$ cat src/rtl/uart_tx_arbiter_if.sv
// Request/transmit bundle between the byte producers, the arbiter and uart_tx.
interface uart_tx_arbiter_if #(
  parameter int unsigned NUM_REQ = 4
);
  logic [NUM_REQ-1:0]   req_valid;
  logic [8*NUM_REQ-1:0] req_data;
  logic [NUM_REQ-1:0]   req_last;
  logic [NUM_REQ-1:0]   req_ready;
  logic                 tx_valid;
  logic [7:0]           tx_data;
  logic                 tx_ready;
  logic                 grant_active;
  logic [2:0]           grant_id;
  logic                 timeout_pulse;

  modport master (
    output req_valid, req_data, req_last, tx_ready,
    input  req_ready, tx_valid, tx_data, grant_active, grant_id, timeout_pulse
  );

  modport slave (
    input  req_valid, req_data, req_last, tx_ready,
    output req_ready, tx_valid, tx_data, grant_active, grant_id, timeout_pulse
  );
endinterface

$ cat src/rtl/uart_tx_arbiter.sv
// Round-robin arbiter sharing one uart_tx between NUM_REQ byte producers,
// with per-message grant locking and an idle-timeout forced release.
module uart_tx_arbiter #(
  parameter int unsigned NUM_REQ      = 4,
  parameter bit          LOCK_EN      = 1'b1,
  parameter int unsigned IDLE_TIMEOUT = 1000
) (
  input  logic               clk,
  input  logic               rst,
  uart_tx_arbiter_if.slave   bus
);

  localparam int unsigned      CNT_W   = (IDLE_TIMEOUT > 1) ? $clog2(IDLE_TIMEOUT) : 1;
  localparam logic [CNT_W-1:0] CNT_MAX = (IDLE_TIMEOUT > 0) ? CNT_W'(IDLE_TIMEOUT - 1) : '0;

  typedef enum logic {ARB, SEND} state_e;

  state_e           state_q, state_d;
  logic [2:0]       grant_id_q, grant_id_d;
  logic [2:0]       rr_ptr_q, rr_ptr_d;
  logic             grant_active_q, grant_active_d;
  logic             timeout_pulse_q, timeout_pulse_d;
  logic [CNT_W-1:0] idle_cnt_q, idle_cnt_d;

  logic                 sel_valid;
  logic                 sel_last;
  logic [7:0]           sel_data;
  logic [NUM_REQ-1:0]   req_ready;
  logic [2*NUM_REQ-1:0] rotated;
  logic [3:0]           scan_sum;
  logic                 found;
  logic [2:0]           winner;
  logic                 do_release;

  // Signals of the currently granted requester.
  always_comb begin
    sel_valid = 1'b0;
    sel_last  = 1'b0;
    sel_data  = '0;
    req_ready = '0;
    for (int unsigned i = 0; i < NUM_REQ; i++) begin
      if (grant_id_q == 3'(i)) begin
        sel_valid    = bus.req_valid[i];
        sel_last     = bus.req_last[i];
        sel_data     = bus.req_data[8*i +: 8];
        req_ready[i] = (state_q == SEND) && bus.req_valid[i] && bus.tx_ready;
      end
    end
  end

  // Rotating the request vector by rr_ptr turns the wrapped search into a plain
  // lowest-index-first scan; bit k of the rotation is requester (rr_ptr+k) mod N.
  always_comb begin
    rotated  = {bus.req_valid, bus.req_valid} >> rr_ptr_q;
    found    = 1'b0;
    winner   = '0;
    scan_sum = '0;
    for (int unsigned k = 0; k < NUM_REQ; k++) begin
      if (!found && rotated[k]) begin
        found    = 1'b1;
        scan_sum = {1'b0, rr_ptr_q} + 4'(k);
        if (scan_sum >= 4'(NUM_REQ)) scan_sum = scan_sum - 4'(NUM_REQ);
        winner   = scan_sum[2:0];
      end
    end
  end

  always_comb begin
    state_d         = state_q;
    grant_id_d      = grant_id_q;
    rr_ptr_d        = rr_ptr_q;
    grant_active_d  = grant_active_q;
    timeout_pulse_d = 1'b0;
    idle_cnt_d      = idle_cnt_q;
    do_release      = 1'b0;

    case (state_q)
      ARB: begin
        if (found) begin
          grant_id_d     = winner;
          grant_active_d = 1'b1;
          idle_cnt_d     = '0;
          state_d        = SEND;
        end
      end
      SEND: begin
        if (sel_valid) begin
          idle_cnt_d = '0;
          if (bus.tx_ready && (!LOCK_EN || sel_last)) do_release = 1'b1;
        end else if (IDLE_TIMEOUT != 0) begin
          if (idle_cnt_q == CNT_MAX) begin
            do_release      = 1'b1;
            timeout_pulse_d = 1'b1;
          end else begin
            idle_cnt_d = idle_cnt_q + CNT_W'(1);
          end
        end
      end
      default: state_d = ARB;
    endcase

    if (do_release) begin
      rr_ptr_d       = (grant_id_q == 3'(NUM_REQ - 1)) ? '0 : grant_id_q + 3'd1;
      grant_active_d = 1'b0;
      idle_cnt_d     = '0;
      state_d        = ARB;
    end
  end

  always_ff @(posedge clk) begin
    if (rst) begin
      state_q         <= ARB;
      grant_id_q      <= '0;
      rr_ptr_q        <= '0;
      grant_active_q  <= 1'b0;
      timeout_pulse_q <= 1'b0;
      idle_cnt_q      <= '0;
    end else begin
      state_q         <= state_d;
      grant_id_q      <= grant_id_d;
      rr_ptr_q        <= rr_ptr_d;
      grant_active_q  <= grant_active_d;
      timeout_pulse_q <= timeout_pulse_d;
      idle_cnt_q      <= idle_cnt_d;
    end
  end

  assign bus.req_ready     = req_ready;
  assign bus.tx_valid      = (state_q == SEND) && sel_valid;
  assign bus.tx_data       = (state_q == SEND) ? sel_data : 8'h00;
  assign bus.grant_active  = grant_active_q;
  assign bus.grant_id      = grant_id_q;
  assign bus.timeout_pulse = timeout_pulse_q;

endmodule

$ cat src/flat_wrapper.sv
// flat-port wrapper written by rule: the top's interface ports become plain ports
module uart_tx_arbiter_flat 
#(
  parameter int unsigned NUM_REQ      = 4,
  parameter bit          LOCK_EN      = 1'b1,
  parameter int unsigned IDLE_TIMEOUT = 1000
)
  (clk, rst, bus_req_valid, bus_req_data, bus_req_last, bus_tx_ready, bus_req_ready, bus_tx_valid, bus_tx_data, bus_grant_active, bus_grant_id, bus_timeout_pulse);
  uart_tx_arbiter_if #(.NUM_REQ(NUM_REQ)) bus_i ();
  input  logic clk;
  input  logic rst;
  input wire logic [$bits(bus_i.req_valid)-1:0] bus_req_valid;
  input wire logic [$bits(bus_i.req_data)-1:0] bus_req_data;
  input wire logic [$bits(bus_i.req_last)-1:0] bus_req_last;
  input wire logic [$bits(bus_i.tx_ready)-1:0] bus_tx_ready;
  output wire logic [$bits(bus_i.req_ready)-1:0] bus_req_ready;
  output wire logic [$bits(bus_i.tx_valid)-1:0] bus_tx_valid;
  output wire logic [$bits(bus_i.tx_data)-1:0] bus_tx_data;
  output wire logic [$bits(bus_i.grant_active)-1:0] bus_grant_active;
  output wire logic [$bits(bus_i.grant_id)-1:0] bus_grant_id;
  output wire logic [$bits(bus_i.timeout_pulse)-1:0] bus_timeout_pulse;
  assign bus_i.req_valid = bus_req_valid;
  assign bus_i.req_data = bus_req_data;
  assign bus_i.req_last = bus_req_last;
  assign bus_i.tx_ready = bus_tx_ready;
  assign bus_req_ready = bus_i.req_ready;
  assign bus_tx_valid = bus_i.tx_valid;
  assign bus_tx_data = bus_i.tx_data;
  assign bus_grant_active = bus_i.grant_active;
  assign bus_grant_id = bus_i.grant_id;
  assign bus_timeout_pulse = bus_i.timeout_pulse;
  uart_tx_arbiter #(.NUM_REQ(NUM_REQ), .LOCK_EN(LOCK_EN), .IDLE_TIMEOUT(IDLE_TIMEOUT)) u_core (.clk(clk), .rst(rst), .bus(bus_i));
endmodule
$ cat config.mk
export PLATFORM = sky130hd
export DESIGN_NAME = uart_tx_arbiter_flat
export DESIGN_NICKNAME = d
export VERILOG_FILES = /design/src/rtl/uart_tx_arbiter_if.sv /design/src/rtl/uart_tx_arbiter.sv /design/src/flat_wrapper.sv
export SDC_FILE = /design/constraint.sdc
export NUM_CORES = 1
export LEC_CHECK = 0
export BUFFER_PORTS_ARGS = -buffer_cell sky130_fd_sc_hd__clkbuf_2
export CAP_MARGIN = 20
export CORE_MARGIN = 2
export CORE_UTILIZATION = 49
export DETAILED_ROUTE_END_ITERATION = 6
export PLACE_DENSITY = 0.78
export SYNTH_ARGS = -nofsm -noshare
export SYNTH_HDL_FRONTEND = slang
export SYNTH_SLANG_ARGS = --single-unit
$ cat constraint.sdc
create_clock -name clk -period 2.2 [get_ports clk]
set_input_delay 0.22 -clock clk [delete_from_list [all_inputs] [get_ports clk]]
set_output_delay 0.22 -clock clk [all_outputs]
set_load 0.01 [all_outputs]
==> Implementation_results.wiki, run 1 <==
{| class="wikitable"
! Metric !! Value
|-
| Dominant cells by area after synthesis || sky130_fd_sc_hd__dfxtp_1, sky130_fd_sc_hd__a21oi_1, sky130_fd_sc_hd__a221oi_1
|-
| Max-Slew Margin vs Limit || about three quarters
|-
| Worst Path Buf+Inv || 3
|-
| Detailed placement HPWL || 3373 um
|-
| Via count of the first global-routing pass || around 1,700
|-
| CP Cell Sequence || inv_1, ha_4, nor2b_4, buf_8, a221oi_2, nor3_1, a21oi_1, nor2_1, clkbuf_2
|-
| Layout Skew || 0.002971 ns
|-
| Die Span Y || approximately 60 um
|-
| Status || complete, no violations
|-
| Transition time at the pin with the least slew margin || 0.3745 ns
|-
| Final critical delay including setup and external delays || 2.115 ns
|-
| DR WL/cell || 14.36 um
|-
| Antenna violations before repair || 0
|-
| Layout cells sized above 1 || 39.27%
|-
| Type of the worst min-delay path || in2reg
|-
| Worst path top cell family by delay || flip-flops
|-
| Most utilized layer in the global route result || met2
|-
| CP Max Fanout || 8
|-
| Core region area || 3078 sq um
|-
| Met3 Track Usage GR || 4.832%
|-
| Via count || roughly 1,900
|-
| Hold path cells || 2
|-
| Area of combinational cells with multiple inputs || 1234 sq um
|-
| Wirelength, routed || 4580 um
|-
| Clock insertion delay at the later pin of the skew report || 0.30 ns
|-
| Overall overflow remaining after global route || 0
|-
| Synth Cell Area || 1610 sq um
|-
| Max-slew violation count || 0
|-
| Prevailing post-synth register cell || sky130_fd_sc_hd__dfxtp_1
|-
| Number of fillers in the final layout || roughly 270
|-
| Max Root-Sink Buffers || 2
|-
| Final worst setup slack || 0.08492 ns
|-
| Post-layout power || approximately 1.0 mW
|-
| H-Tree Depth || 1
|-
| Type of element launching the critical path || register
|-
| Placement-stage worst setup slack || -0.02969 ns
|-
| Clock tree from TritonCTS || built
|-
| Final Cycle Share || between 90 and 100%
|-
| Most frequent cells after synthesis || sky130_fd_sc_hd__dfxtp_1, sky130_fd_sc_hd__a21oi_1, sky130_fd_sc_hd__nand2_1
|-
| Vias per cell || around 6
|-
| Pin count of the biggest net entering global routing || 15
|-
| Met1 GRT Util || 32.23%
|-
| Global routing usage on met2 || 42.71%
|-
| Class of the most critical setup path || reg2out
|-
| Count of standard-cell rows || 20
|-
| Synthesized flop and latch total || 19
|-
| Cell with the largest stage delay on the worst path || sky130_fd_sc_hd__dfxtp_4
|-
| Asr flop ratio synth || 0%
|-
| Total global routing track utilization || approximately 25%
|-
| Die span in x || approximately 60 um
|-
| Mean instance size in the synthesized netlist || 7.705 sq um
|-
| First-pass GRT wire length || 7251 um
|-
| Clock buffer count from CTS || 3
|-
| Die footprint || 3761 sq um
|-
| Number of instances in the synthesized netlist || 209
|-
| Critical path endpoint category || output pin
|-
| CTS clk-pin slew, worst paths || 0.11 ns
|-
| Final nets || 325
|-
| Highest Clock Rate || 472.8 MHz
|-
| Clock tree sinks || 19
|-
| Post-route DRC || 0
|-
| Mapped Nets || roughly 260
|-
| Hold buffer count at CTS || 0
|-
| Port bufs || 60
|-
| Layout Area Growth over Synthesis || 34.58%
|-
| Count of endpoints failing hold in the final timing report || 0
|-
| Top-level port count || 61
|-
| Pwr Density || 481.6 nW/um^2
|-
| DRT Pass-1 Iters || 4
|-
| Initial DRC count || between 90 and 100
|-
| Cell variety after synth || 46
|-
| Most frequent cell after synthesis || sky130_fd_sc_hd__dfxtp_1
|-
| Cell depth of the worst flop-to-flop path || 5
|-
| Post-Route Hold Slack || 0.1680 ns
|-
| Total leakage power || 0.9313 nW
|-
| Worst path arrival time || 1.90 ns
|-
| Number of flops mapped to enable cells by yosys || 0
|-
| Required time worst endpoint || 1.98 ns
|-
| Antenna diode count || 0
|-
| Total of max-cap violations || 0
|-
| Critical Path Stages || 9
|-
| Synthesis Warnings || 0
|-
| Area share of the largest cell type after synthesis || roughly a quarter
|-
| Setup Viol. Count Final || 0
|-
| Cell at the root of the clock tree || sky130_fd_sc_hd__clkbuf_4
|-
| Initial Util || between 50% and 60%
|-
| Delay of the slowest cell on the worst path || 0.38 ns
|-
| Routability cong. || 0.8657
|-
| Peak supply drop || 252.6 uV
|-
| Cell accounting for the most synthesized area || sky130_fd_sc_hd__dfxtp_1
|-
| Remaining number of nets flagged by the antenna check after routing || 0
|-
| Seq/Total Area, Yosys || between 20% and 30%
|-
| Sequential cell area || 389.1 sq um
|}
## cell type report
cell class | instances | share of cell area (%)
Tap cell | 44 | 2.540
Timing Repair Buffer | 75 | 19.40
Clock buffer | 4 | 1.212
Sequential cell | 19 | 17.96
Multi-Input combinational cell | 167 | 56.93
Inverter | 10 | 1.963
## stage by stage
stage / util [%] / cells / instance area, sq um / setup TNS, ns
2_1_floorplan: - / 209 / 1610 / 0
3_3_place_gp: 65.00 / 314 / 2001 / 0
3_5_place_dp: 65.00 / 314 / 2001 / -0.05000
4_1_cts: 66.42 / 319 / 2044 / 0
5_1_grt: 70.41 / 319 / 2167 / -0.02622
6_report: 70.41 / 319 / 2167 / 0
## worst reg2reg max path, delay by kind of cell, from the launching register on
family | cells | cell delay (ns)
AO/OA/AOI/OAI | 2 | 0.43
buffers and inverters | 1 | 0.06
flip-flops | 1 | 0.56
multiplexers | 1 | 0.44
AND/OR/NAND/NOR | 1 | 0.51
## per-layer routing
metal  vias up  wire (um)
met5         -          0
met3         8        300
met1       861       1964
met2        72       2221
met4         0         93
li1        919          -
## power by group
group	leakage, nW	internal [mW]	total, mW	switching, mW
combinational	0.760	0.234	0.485	0.251
clock	0.0150	0.0706	0.182	0.111
sequential	0.156	0.358	0.377	0.0185
total	0.931	0.663	1.04	0.380
## cells by family (layout without fill, tap and decap cells)
logic type / Yosys count / after routing / synth area share, %
muxes: 9 / 9 / 8.236
adders and majority gates: 6 / 6 / 4.662
buffers and inverters: 23 / 89 / 6.993
and+or+nand+nor: 97 / 97 / 32.40
DFF: 19 / 19 / 23.62
AOI/OAI and AO/OA: 54 / 54 / 23.54
xor gates and xnor gates: 1 / 1 / 0.5440
## what timing repair did
action,in CTS,in global routing
gates cloned,0,0
endpoints found under the setup margin,17,21
buffers inserted,1,0
gates resized for setup,4,24
pin swaps,0,4
## flip-flops by register name, summed over array words and instances, names as in the netlist
signal,cells
u_core.bus.grant_active,1
u_core.state_q,1
u_core.idle_cnt_q,10
u_core.rr_ptr_q,3
u_core.bus.grant_id,3
u_core.bus.timeout_pulse,1
## layout by cell type, fill, tap and decap left out, types with 3 or more instances in the layout
| master | instances |
|---|---|
| sky130_fd_sc_hd__inv_1 | 8 |
| sky130_fd_sc_hd__nand2_1 | 17 |
| sky130_fd_sc_hd__a21oi_1 | 18 |
| sky130_fd_sc_hd__clkbuf_2 | 60 |
| sky130_fd_sc_hd__or3_1 | 5 |
| sky130_fd_sc_hd__clkbuf_4 | 3 |
| sky130_fd_sc_hd__nor2_1 | 15 |
| sky130_fd_sc_hd__buf_4 | 14 |
| sky130_fd_sc_hd__ha_1 | 4 |
| sky130_fd_sc_hd__nand3_1 | 14 |
| sky130_fd_sc_hd__a31oi_1 | 7 |
| sky130_fd_sc_hd__or4_1 | 4 |
| sky130_fd_sc_hd__nor3_1 | 9 |
| sky130_fd_sc_hd__mux4_2 | 3 |
| sky130_fd_sc_hd__and3_1 | 10 |
| sky130_fd_sc_hd__mux2i_1 | 5 |
| sky130_fd_sc_hd__nor2b_1 | 11 |
| sky130_fd_sc_hd__a221oi_2 | 8 |
| sky130_fd_sc_hd__dfxtp_1 | 16 |
## path summary, 6_finish.rpt
kind | to | slack, ns | startpoint
worst max register to register | u_core.bus.grant_id[1] | 0.14 | u_core.rr_ptr_q[1]
worst max-delay path | bus_tx_data[1] | 0.08 | u_core.bus.grant_id[1]
worst min-delay path | u_core.bus.grant_id[2] | 0.17 | rst
worst min register to register | u_core.bus.grant_active | 0.48 | u_core.bus.grant_active
Power figures use the tool's default switching activity.
==> run 2, diff against run 1 <==
--- a/config.mk
+++ b/config.mk
@@ -11,6 +11,7 @@
 export CORE_UTILIZATION = 49
 export DETAILED_ROUTE_END_ITERATION = 6
 export PLACE_DENSITY = 0.78
+export RECOVER_POWER = 100
 export SYNTH_ARGS = -nofsm -noshare
 export SYNTH_HDL_FRONTEND = slang
 export SYNTH_SLANG_ARGS = --single-unit
==> Implementation_results.wiki, run 2 (synthesis results as in run 1) <==
{| class="wikitable"
! Metric !! Value
|-
| Final Cycle Share || 96.17%
|-
| Wirelength, routed || roughly 4600 um
|-
| Total of max-cap violations || 0
|-
| Top-level port count || 61
|-
| Final sum of negative setup slack || 0 ns
|-
| Final critical delay including setup and external delays || between 2 and 2.5 ns
|-
| Register bank with the most flops || u_core.idle_cnt_q
|-
| Routability cong. || 0.8657
|-
| Sw power || 0.3809 mW
|-
| Type of element launching the critical path || register
|-
| Pwr Density || 482.2 nW/um^2
|-
| Crit path capture || bus_tx_data[1]
|-
| Highest-count cells in the layout ignoring fill and taps || sky130_fd_sc_hd__clkbuf_2, sky130_fd_sc_hd__a21oi_1, sky130_fd_sc_hd__nand2_1, sky130_fd_sc_hd__dfxtp_1, sky130_fd_sc_hd__nor2_1
|-
| Max-slew violation count || 0
|-
| Required time worst endpoint || 1.98 ns
|-
| CTS clk-pin slew, worst paths || 0.11 ns
|-
| Share of power burned in registers || 36.1%
|-
| Initial DRC count || 98
|-
| First-pass GRT wire length || ~7300 um
|-
| Type of the worst min-delay path || in2reg
|-
| Max Root-Sink Buffers || 2
|-
| Worst path arrival time || ~1.9 ns
|-
| Vias per cell || 5.821
|-
| Count of endpoints failing hold in the final timing report || 0
|-
| Worst flop-to-flop path startpoint || u_core.rr_ptr_q[1]
|-
| Highest Clock Rate || 472.6 MHz
|-
| Cell at the root of the clock tree || sky130_fd_sc_hd__clkbuf_4
|-
| CP Max Fanout || 8
|-
| Clock buffer count from CTS || 3
|-
| Final standard cell area without fillers || 2165 sq um
|-
| Number of fillers in the final layout || 269
|-
| Critical path endpoint category || output pin
|-
| Setup Viol. Count Final || 0
|-
| Total leakage power || 0.9247 nW
|-
| Post-route DRC || 0
|-
| Pin count of the biggest net entering global routing || 15
|-
| Area post-placement || 2001 sq um
|-
| Most common cell after layout, fill and taps aside || sky130_fd_sc_hd__clkbuf_2
|-
| Clk network pwr share || 17.4%
|-
| Total global routing track utilization || 25.17%
|-
| DR WL/cell || 14.37 um
|-
| Antenna diode count || 0
|-
| Overall overflow remaining after global route || 0
|-
| Via count of the first global-routing pass || 1,724
|-
| Cell-internal power || 0.6628 mW
|-
| Part of the power in combinational logic || between 40% and 50%
|-
| Antenna violations before repair || 0
|-
| Core region area || ~3000 sq um
|-
| Status || complete, no violations
|-
| Remaining number of nets flagged by the antenna check after routing || 0
|-
| Initial Util || 52.32%
|-
| Layout Skew || 0.003327 ns
|-
| Layout cells sized above 1 || approximately 39%
|-
| Max-Slew Margin vs Limit || 74.62%
|-
| Switching share of power || a little over a third
|-
| Placed Instances || 314
|-
| Count of standard-cell rows || 20
|-
| Final nets || around 330
|-
| Peak supply drop || 252.5 uV
|-
| Number of flip-flops under the largest register name || 10
|-
| Die footprint || ~3800 sq um
|-
| Clock tree from TritonCTS || built
|-
| Port bufs || 60
|-
| Die span in x || 61.33 um
|-
| Die Span Y || around 61 um
|-
| Reg2reg setup slack || about 0.14 ns
|-
| DRT Pass-1 Iters || 4
|-
| Clock tree sinks || 19
|-
| Via count || 1,857
|-
| Area of combinational cells with multiple inputs || 1234 sq um
|-
| Transition time at the pin with the least slew margin || between 0.3 and 0.4 ns
|-
| Hold buffer count at CTS || 0
|-
| Non-filler instance count after layout || around 320
|-
| Class of the most critical setup path || reg2out
|-
| Layout Area Growth over Synthesis || 34.42%
|-
| Clock insertion delay at the later pin of the skew report || 0.30 ns
|-
| End of the worst register-to-register path || u_core.bus.grant_id[1]
|-
| Cell depth of the worst flop-to-flop path || 5
|-
| H-Tree Depth || 1
|-
| Sequential cell area || 389.1 sq um
|-
| Post-layout power || 1.044 mW
|-
| Worst setup startpoint || u_core.bus.grant_id[1]
|-
| Detailed placement HPWL || between 3000 and 4000 um
|}
-- run 2: worst min path at each step --
stage,start,to,slack (ns),cells after the start
after floorplan,rst,u_core.bus.timeout_pulse,0.29,1
after global routing,rst,u_core.bus.grant_id[2],0.14,2
final,rst,u_core.bus.grant_id[2],0.17,2
after detailed placement,u_core.bus.grant_active,u_core.bus.grant_active,0.46,2
after global placement,u_core.bus.grant_active,u_core.bus.grant_active,0.45,2
after CTS,rst,u_core.bus.grant_id[2],0.15,2
-- run 2: routing by layer --
layer,track usage (%),vias to the layer above,wire (um)
met3,4.832,8,295
met4,7.764,0,93
met5,0,-,0
li1,-,916,-
met1,32.23,863,1988
met2,42.71,70,2206
-- run 2: worst max-delay path, cell delays in order, from the launching register on --
cell and delay (ns):
sky130_fd_sc_hd__dfxtp_4 0.38, sky130_fd_sc_hd__inv_1 0.10, sky130_fd_sc_hd__ha_4 0.19, sky130_fd_sc_hd__nor2b_4 0.13, sky130_fd_sc_hd__buf_8 0.14, sky130_fd_sc_hd__a221oi_2 0.23
sky130_fd_sc_hd__nor3_1 0.08, sky130_fd_sc_hd__a21oi_1 0.15, sky130_fd_sc_hd__nor2_1 0.06, sky130_fd_sc_hd__clkbuf_2 0.13
-- run 2: power groups by stage --
stage	combinational, mW	clock [mW]	sequential, mW
global route	0.534	0.199	0.380
global placement	0.402	0	0.381
floorplan	0.259	0	0.381
finish	0.485	0.182	0.377
CTS	0.416	0.186	0.375
detailed placement	0.406	0	0.383
-- run 2: final cells by class --
class / count / area share [%]
multi-input cells: 167 / 56.99
repair buffers: 75 / 19.31
flip-flops and latches: 19 / 17.98
well taps: 44 / 2.543
inverters: 10 / 1.965
clock buffers: 4 / 1.214
-- run 2: timing repair --
item | CTS | global route
pin swaps | 0 | 4
hold endpoints to repair | 0 | 0
resized for setup | 4 | 24
setup buffers | 1 | 0
setup endpoints to repair | 17 | 21
-- run 2: metrics by stage --
step	hold slack, ns	setup slack (ns)	util (%)
after floorplan	0.2924	0.09456	-
after CTS	0.1489	0.003787	66.42
after global placement	0.4542	0.06469	65.00
final	0.1674	0.08417	70.33
after detailed placement	0.4631	-0.02969	65.00
after global routing	0.1439	-0.02471	70.33
